===== src/rtl/i2s_pkg.sv =====
// Shared types and constants for the I2S serial audio blocks.
package i2s_pkg;

  typedef enum logic [1:0] {
    IDLE,
    SKIP,
    SHIFT,
    WAIT
  } i2s_state_e;

  localparam int MODE_I2S = 0;
  localparam int MODE_LJ  = 1;

  localparam logic CH_LEFT  = 1'b0;
  localparam logic CH_RIGHT = 1'b1;

endpackage


===== src/rtl/i2s_edge_det.sv =====
// Word-select edge detector: registers lrclk and flags a change, reporting the new channel.
module i2s_edge_det (
  input  logic clk,
  input  logic rst,
  input  logic lrclk,
  output logic lr_edge,
  output logic new_ch
);

  logic prev_lr_q;
  logic prev_lr_d;

  always_comb begin
    prev_lr_d = lrclk;
  end

  // Loaded from lrclk in reset too, so leaving reset never looks like an edge.
  always_ff @(posedge clk) begin
    prev_lr_q <= prev_lr_d;
  end

  assign lr_edge = ~rst & (lrclk ^ prev_lr_q);
  assign new_ch  = lrclk;

endmodule


===== src/rtl/i2s_rx_stereo.sv =====
// Stereo I2S / left-justified receiver: captures DATA_W bits per channel and
// reports per-channel, per-frame and framing-error pulses, all in the sclk domain.
module i2s_rx_stereo
  import i2s_pkg::*;
#(
  parameter int DATA_W = 24,
  parameter int SLOT_W = 32,
  parameter int MODE   = 0
) (
  input  logic              sclk,
  input  logic              rst,
  input  logic              lrclk,
  input  logic              sdin,
  output logic [DATA_W-1:0] l_data,
  output logic [DATA_W-1:0] r_data,
  output logic              ch_valid,
  output logic              ch_id,
  output logic              frame_valid,
  output logic              sync_err
);

  localparam int SH_W  = DATA_W - 1;
  localparam int CNT_W = $clog2(DATA_W + 1);

  if (DATA_W < 8 || DATA_W > 32 || SLOT_W < DATA_W || SLOT_W > 64) begin : g_cfg_check
    $fatal(1, "i2s_rx_stereo: illegal DATA_W/SLOT_W combination");
  end

  logic lr_edge;
  logic new_ch;

  i2s_edge_det u_edge_det (
    .clk     (sclk),
    .rst     (rst),
    .lrclk   (lrclk),
    .lr_edge (lr_edge),
    .new_ch  (new_ch)
  );

  i2s_state_e        state_q, state_d;
  logic [SH_W-1:0]   shift_q, shift_d;
  logic [CNT_W-1:0]  cnt_q, cnt_d;
  logic              cur_ch_q, cur_ch_d;
  logic [DATA_W-1:0] l_data_q, l_data_d;
  logic [DATA_W-1:0] r_data_q, r_data_d;
  logic              ch_valid_q, ch_valid_d;
  logic              ch_id_q, ch_id_d;
  logic              frame_valid_q, frame_valid_d;
  logic              sync_err_q, sync_err_d;
  logic              left_done_q, left_done_d;

  logic [DATA_W-1:0] word;
  logic              last_bit;
  logic              word_done;
  logic              restart;

  always_comb begin
    state_d       = state_q;
    shift_d       = shift_q;
    cnt_d         = cnt_q;
    cur_ch_d      = cur_ch_q;
    l_data_d      = l_data_q;
    r_data_d      = r_data_q;
    ch_id_d       = ch_id_q;
    left_done_d   = left_done_q;
    ch_valid_d    = 1'b0;
    frame_valid_d = 1'b0;
    sync_err_d    = 1'b0;
    word          = {shift_q, sdin};
    last_bit      = (cnt_q == CNT_W'(DATA_W - 1));
    word_done     = 1'b0;
    restart       = 1'b0;

    case (state_q)
      IDLE, WAIT: begin
        restart = lr_edge;
      end
      SKIP: begin
        if (lr_edge) begin
          restart    = 1'b1;
          sync_err_d = 1'b1;
        end else begin
          state_d = SHIFT;
        end
      end
      SHIFT: begin
        // In I2S the LSB of a full-slot word lands on the next edge cycle.
        word_done = last_bit && (!lr_edge || MODE == MODE_I2S);
        if (lr_edge) begin
          restart    = 1'b1;
          sync_err_d = ~word_done;
        end else if (word_done) begin
          state_d = WAIT;
        end else begin
          shift_d = word[SH_W-1:0];
          cnt_d   = cnt_q + CNT_W'(1);
        end
      end
      default: begin
        state_d = IDLE;
      end
    endcase

    if (word_done) begin
      ch_valid_d = 1'b1;
      ch_id_d    = cur_ch_q;
      if (cur_ch_q == CH_LEFT) begin
        l_data_d    = word;
        left_done_d = 1'b1;
      end else begin
        r_data_d      = word;
        frame_valid_d = left_done_q;
        left_done_d   = 1'b0;
      end
    end

    if (sync_err_d) begin
      left_done_d = 1'b0;
    end

    // The I2S skip slot is the edge cycle itself, so the MSB follows on the next sclk.
    if (restart) begin
      cur_ch_d = new_ch;
      state_d  = SHIFT;
      if (MODE == MODE_LJ) begin
        shift_d = SH_W'(sdin);
        cnt_d   = CNT_W'(1);
      end else begin
        shift_d = '0;
        cnt_d   = '0;
      end
    end
  end

  always_ff @(posedge sclk) begin
    if (rst) begin
      state_q       <= IDLE;
      shift_q       <= '0;
      cnt_q         <= '0;
      cur_ch_q      <= CH_LEFT;
      l_data_q      <= '0;
      r_data_q      <= '0;
      ch_valid_q    <= 1'b0;
      ch_id_q       <= 1'b0;
      frame_valid_q <= 1'b0;
      sync_err_q    <= 1'b0;
      left_done_q   <= 1'b0;
    end else begin
      state_q       <= state_d;
      shift_q       <= shift_d;
      cnt_q         <= cnt_d;
      cur_ch_q      <= cur_ch_d;
      l_data_q      <= l_data_d;
      r_data_q      <= r_data_d;
      ch_valid_q    <= ch_valid_d;
      ch_id_q       <= ch_id_d;
      frame_valid_q <= frame_valid_d;
      sync_err_q    <= sync_err_d;
      left_done_q   <= left_done_d;
    end
  end

  assign l_data      = l_data_q;
  assign r_data      = r_data_q;
  assign ch_valid    = ch_valid_q;
  assign ch_id       = ch_id_q;
  assign frame_valid = frame_valid_q;
  assign sync_err    = sync_err_q;

endmodule

===== config.mk =====
export PLATFORM = sky130hd
export DESIGN_NAME = i2s_rx_stereo
export DESIGN_NICKNAME = d
export VERILOG_FILES = /design/src/rtl/i2s_pkg.sv /design/src/rtl/i2s_edge_det.sv /design/src/rtl/i2s_rx_stereo.sv
export SDC_FILE = /design/constraint.sdc
export NUM_CORES = 1
export LEC_CHECK = 0
export ABC_AREA = 1
export CAP_MARGIN = 30
export CORE_AREA = 4 4 107 78
export DETAILED_ROUTE_END_ITERATION = 10
export DIE_AREA = 0 0 111 82
export HOLD_SLACK_MARGIN = 0.15
export PLACE_DENSITY = 0.75
export SLEW_MARGIN = 25
export SYNTH_ARGS = -nofsm -noshare
export SYNTH_HDL_FRONTEND = slang
export SYNTH_SLANG_ARGS = --single-unit

===== constraint.sdc =====
create_clock -name sclk -period 3.9 [get_ports sclk]
set_input_delay 0.78 -clock sclk [delete_from_list [all_inputs] [get_ports sclk]]
set_output_delay 0.78 -clock sclk [all_outputs]
set_load 0.02 [all_outputs]

Word-level counts from Yosys, hierarchy flattened
Index checks and enable logic that the tools add are counted.

word-level totals
  bits in latches = 0
  input port bits = 4
  register bits = 85
  memory bits (read-only) = 0
  memories kept = 0
  bits in writable memories = 0
  logic and storage cells = 56
  output and inout port bits = 52

operators by class
  reductions and logical operators = 13
  shift-type cells = 0
  bitwise logic cells = 7
  divide/modulo/power cells = 0
  $lt $le $gt $ge = 0
  multipliers = 0
  mux-type cells = 12
  equal/unequal tests = 10
  add/sub/neg operators = 1

operators by type and width
  operator               count
  $ne A3 B3 Y1 const B   3
  $mux W2                4
  $reduce_and A4 Y1      2
  $reduce_or A2 Y1       4
  $ne A2 B2 Y1 const B   3
  $add A5 B1 Y5 const B  1
  $eq A5 B5 Y1 const B   1
  $mux W1                5
  $not A1 Y1             5
  $eq A2 B2 Y1 const B   2
  $pmux W1 S2            2
  $pmux W2 S2            1
  $reduce_and A2 Y1      2
  $reduce_and A3 Y1      1
  $reduce_bool A3 Y1     1
  $reduce_or A3 Y1       1
  $eq A2 B1 Y1 const B   1
  $logic_not A2 Y1       1
  $reduce_bool A2 Y1     1
  $and A1 B1 Y1          1
  $xor A1 B1 Y1          1

Longest topological paths before layout
  depth after elaboration = 6
  gate-level depth with buffers = 9
  gate-level depth less buffers = 8

By module
Synthesis repeated with hierarchy kept, for this count alone.

second synthesis, totals
  cell total of the unflattened synthesis = 493
  area, all modules = 3384.5 µm²

modules (own cells, without submodules)
  module         cells an instance  seq. area each (µm²)  instances  area an instance (µm²)
  i2s_rx_stereo  486                1681.6                1          3338.2
  i2s_edge_det   7                  20.0                  1          46.3

Worst setup path before layout
Ideal clock, no wire load.

  path type = input port to flip-flop
  start = input lrclk
  end = register shift_q[1]
  cell stages on the path = 6
  buffers on the path = 1
  path slack = 2215 ps
  library setup time = 64 ps
  arrival time = 1620 ps
  path through = inv_1 nand2_1 a21oi_1 clkbuf_1 o21ai_0 nor2_1

on the way
  word-level cells in the longest chain between the ends = 5
  elaborated cells between the ends (all ways) = 7
  classes of those cells = 2 x mux; 3 x bitwise; 2 x reduce/logical

RTL lines
  item                        line                                      text
  start, declared             i2s_rx_stereo.sv:12                       input logic lrclk,
  $xor A1 B1 Y1 *             i2s_edge_det.sv:22                        assign lr_edge = ~rst & (lrclk ^ prev_lr_q);
  $and A1 B1 Y1 *             i2s_edge_det.sv:22
  $mux W1                     i2s_rx_stereo.sv:79, i2s_rx_stereo.sv:89
  $pmux W1 S2                 i2s_rx_stereo.sv:74                       case (state_q)
  $reduce_or A2 Y1 (no line)  --
  end signal, assigned        i2s_rx_stereo.sv:150                      shift_q <= shift_d;
  end, declared               i2s_rx_stereo.sv:41                       logic [SH_W-1:0] shift_q, shift_d;

Mark *: on every way between the ends. The rest lies on a longest branch, timed or not.
A chain may end at the register's enable or synchronous reset.

Final worst setup path
  start = input rst
  end = register shift_q[2]

on the way
  word-level cells in the longest chain between the ends = 5
  elaborated cells between the ends (all ways) = 7
  classes of those cells = 2 x mux; 3 x bitwise; 2 x reduce/logical

RTL lines
  item                        line                                      text
  start, declared             i2s_rx_stereo.sv:11                       input logic rst,
  $not A1 Y1                  i2s_edge_det.sv:22
  $and A1 B1 Y1               i2s_edge_det.sv:22
  $mux W1                     i2s_rx_stereo.sv:79, i2s_rx_stereo.sv:89
  $pmux W1 S2                 i2s_rx_stereo.sv:74
  $reduce_or A2 Y1 (no line)  --

Parallel ways exist; a longest one is shown, timed or not.

==> impl_metrics.ini <==
[critical_path]
cpLargestDelayFamily = buffers and inverters
cp_data_required_time_ns = 4.14
cp.arrival_ns = 2.68
slowest_delay_ns = 0.45
path_cells = clkdlybuf4s50_1 > inv_1 > nand3_1 > buf_4 > a21oi_1 > nor2_1
ff2ff_path_depth = 7
path_depth = 6
worst-path-buf-inv = 3
cp-start-kind = input port
slowest_stage = inv_1
crit_type = in -> reg
critPathCaptureType = register
regToRegEndpoint = cnt_q[0]
crit_fanout = 25
crit_start = rst
worstReg2RegStart = cnt_q[0]
r2r_slack_ns = 1.93
endpoint = shift_q[2]

[power]
cellLeakagePower_nw = 1.50
power_per_cell_area_mw_per_mm2 = 384
peakVddDrop_mv = 0.167

[route]
drt-pass1-iter-count = 5
vias = 2719
ant_nets = 0
routed_via_density = 4.98
drt-total-wl_um = 7540
wl_per_cell_um = 13.8
post-route-drc-count = 0
drtIter0Drc = 229

[cells_and_area]
finalNonFillerCells = 546
drive_gt1_frac = 0.0625
final_common_cell = dfxtp_1
nets = 450
area_delta_synth_final_pct = 21.4
num_antenna_cells = 0
final_cell_mix = 85 x dfxtp_1, 77 x nor2_1, 55 x a21oi_1, 55 x clkdlybuf4s50_1, 43 x o21ai_0

[min_path]
hp-class = reg -> reg
hp-start = left_done_q

[placement]
portBuffers = 55
place_ws_ns = 1.11
place_congestion = 0.826
dp_cells = 530
dpl.hpwl_um = 5130

[sta]
rsz0062_at_grt = no
period_share = 0.626
fin_hold_ws_ns = 0.452
setup_viol = 0
setup_slack_ns = 1.46
worst_pin_slew_ns = 0.789
drv_slew = 0
max_freq_ghz = 0.409
finClkSkew_ns = 0.00373
hold_viol_final = 0
tns_ns = 0
maxSlewHeadroom = 0.474
fin_crit_ns = 2.44

[synthesis]
synth_top_area_share = 0.527
synthFlopType = dfxtp_1
yosys.area.top_type = dfxtp_1
syn_inst = 399
synth.distinct_cells = 26
async_flop_share = 0
synth_edf_count = 0
seq_area_frac_synth = 0.527
yosys_warnings = 0
synth-seq-cells = 85
synth.area.top_cells = dfxtp_1 53%, nor2_1 8.9%, a21oi_1 8.5%
syn_nets = 406
syn-mean-instance-area_um2 = 8.10
synthesis.area_mm2 = 0.00323

[cts]
cts_setup_buffers = 0
clkTransAtPathRegs_ns = 0.07
cts-root-buf = clkbuf_8
clock_sinks = 85
cts.repair.resized = 0
clk-insertion-delay-late_ns = 0.35
cts_hold_buf = 0
h-tree-depth = 3
clock_path_buffers = 2
cts_buffers = 9
cts_tree = done

[die]
initial_core_util = 0.445
die_w_um = 111
die_y_um = 82
io_pins = 56
coreArea_mm2 = 0.00725
row_count = 26
die_area_mm2 = 0.00910

[global_routing]
grt_first_pass_wirelength_um = 12800
grt_pass1_vias = 2538
grtUsageTotal = 0.177
gr-total-overflow = 0
grt_max_degree = 31
antenna_found_initial = 0

[run_status]
outcome = finished clean

[flow_run]
maxCapViolCount = 0
-- state kept, by name, indices dropped and copies added (netlist names) --
signal	flops
l_data	24
r_data	24
shift_q	23
cnt_q	5
state_q	2
ch_id	1
ch_valid	1
cur_ch_q	1
frame_valid	1
left_done_q	1
sync_err	1
u_edge_det.prev_lr_q	1
-- logic make-up (layout without fill, tap and decap cells) --
logic type / Yosys count / after routing / share of synthesized area
adder cells (fa/ha/maj): 3 / 3 / 0.0116
buffers and inverters: 43 / 92 / 0.0744
flip-flops: 85 / 85 / 0.527
AND/OR/NAND/NOR: 160 / 160 / 0.218
AO/OA/AOI/OAI: 108 / 108 / 0.169
-- Yosys cell counts, types with 2 or more instances --
library cell and instances:
a21oi_1 55, buf_2 4, buf_4 4, buf_6 7, clkbuf_1 11, dfxtp_1 85
ha_1 3, inv_1 14, nand2_1 41, nand2_4 3, nand3_1 31, nand4_1 2
nor2_1 77, o21ai_0 43, o21ai_1 7, or2_2 2
-- area by class of cell --
type / instances / area (µm²)
clock inverter: 2 / 10.0
clock buffer: 14 / 143
timing repair buffer: 60 / 592
sequential: 85 / 1700
tap: 98 / 123
fill: 685 / 3330
multi-input combinational: 271 / 1290
inverter: 16 / 65.1
-- metal layers --
layer	up-vias	share of wire	track usage
li1	1413	-	-
met1	1208	0.51	0.256
met2	90	0.39	0.248
met3	8	0.083	0.0449
met4	0	0.012	0.0726
met5	-	0	0
-- worst reg2reg max path, cell delays in order, from the launching register on --
cell,delay [ns]
dfxtp_1,0.36
ha_1,0.27
nand2_2,0.13
inv_1,0.05
nand2_1,0.07
nand2_1,0.44
or2_2,0.48
a21oi_1,0.12
-- how the worst min path moves through the flow --
stage,to,slack (ns),cells past startpoint
2_1_floorplan,frame_valid,0.43,2
3_3_place_gp,frame_valid,0.44,2
3_5_place_dp,frame_valid,0.44,2
4_1_cts,frame_valid,0.45,2
5_1_grt,frame_valid,0.47,2
6_report,frame_valid,0.45,2
-- metrics by stage --
stage / utilization / cell area, µm² / power (mW)
CTS: 0.541 / 3920 / 1.52
global route: 0.541 / 3920 / 1.57
finish: 0.541 / 3920 / 1.51
global placement: 0.518 / 3760 / 1.00
detailed placement: 0.520 / 3770 / 1.01
floorplan: - / 3230 / 0.985
-- report_power, final --
| group | internal [mW] | total [mW] | switching (mW) |
|---|---|---|---|
| clock | 0.231 | 0.517 | 0.286 |
| sequential | 0.879 | 0.896 | 0.0167 |
| combinational | 0.0296 | 0.0934 | 0.0638 |
| total | 1.14 | 1.51 | 0.366 |
Power figures use the tool's default switching activity.
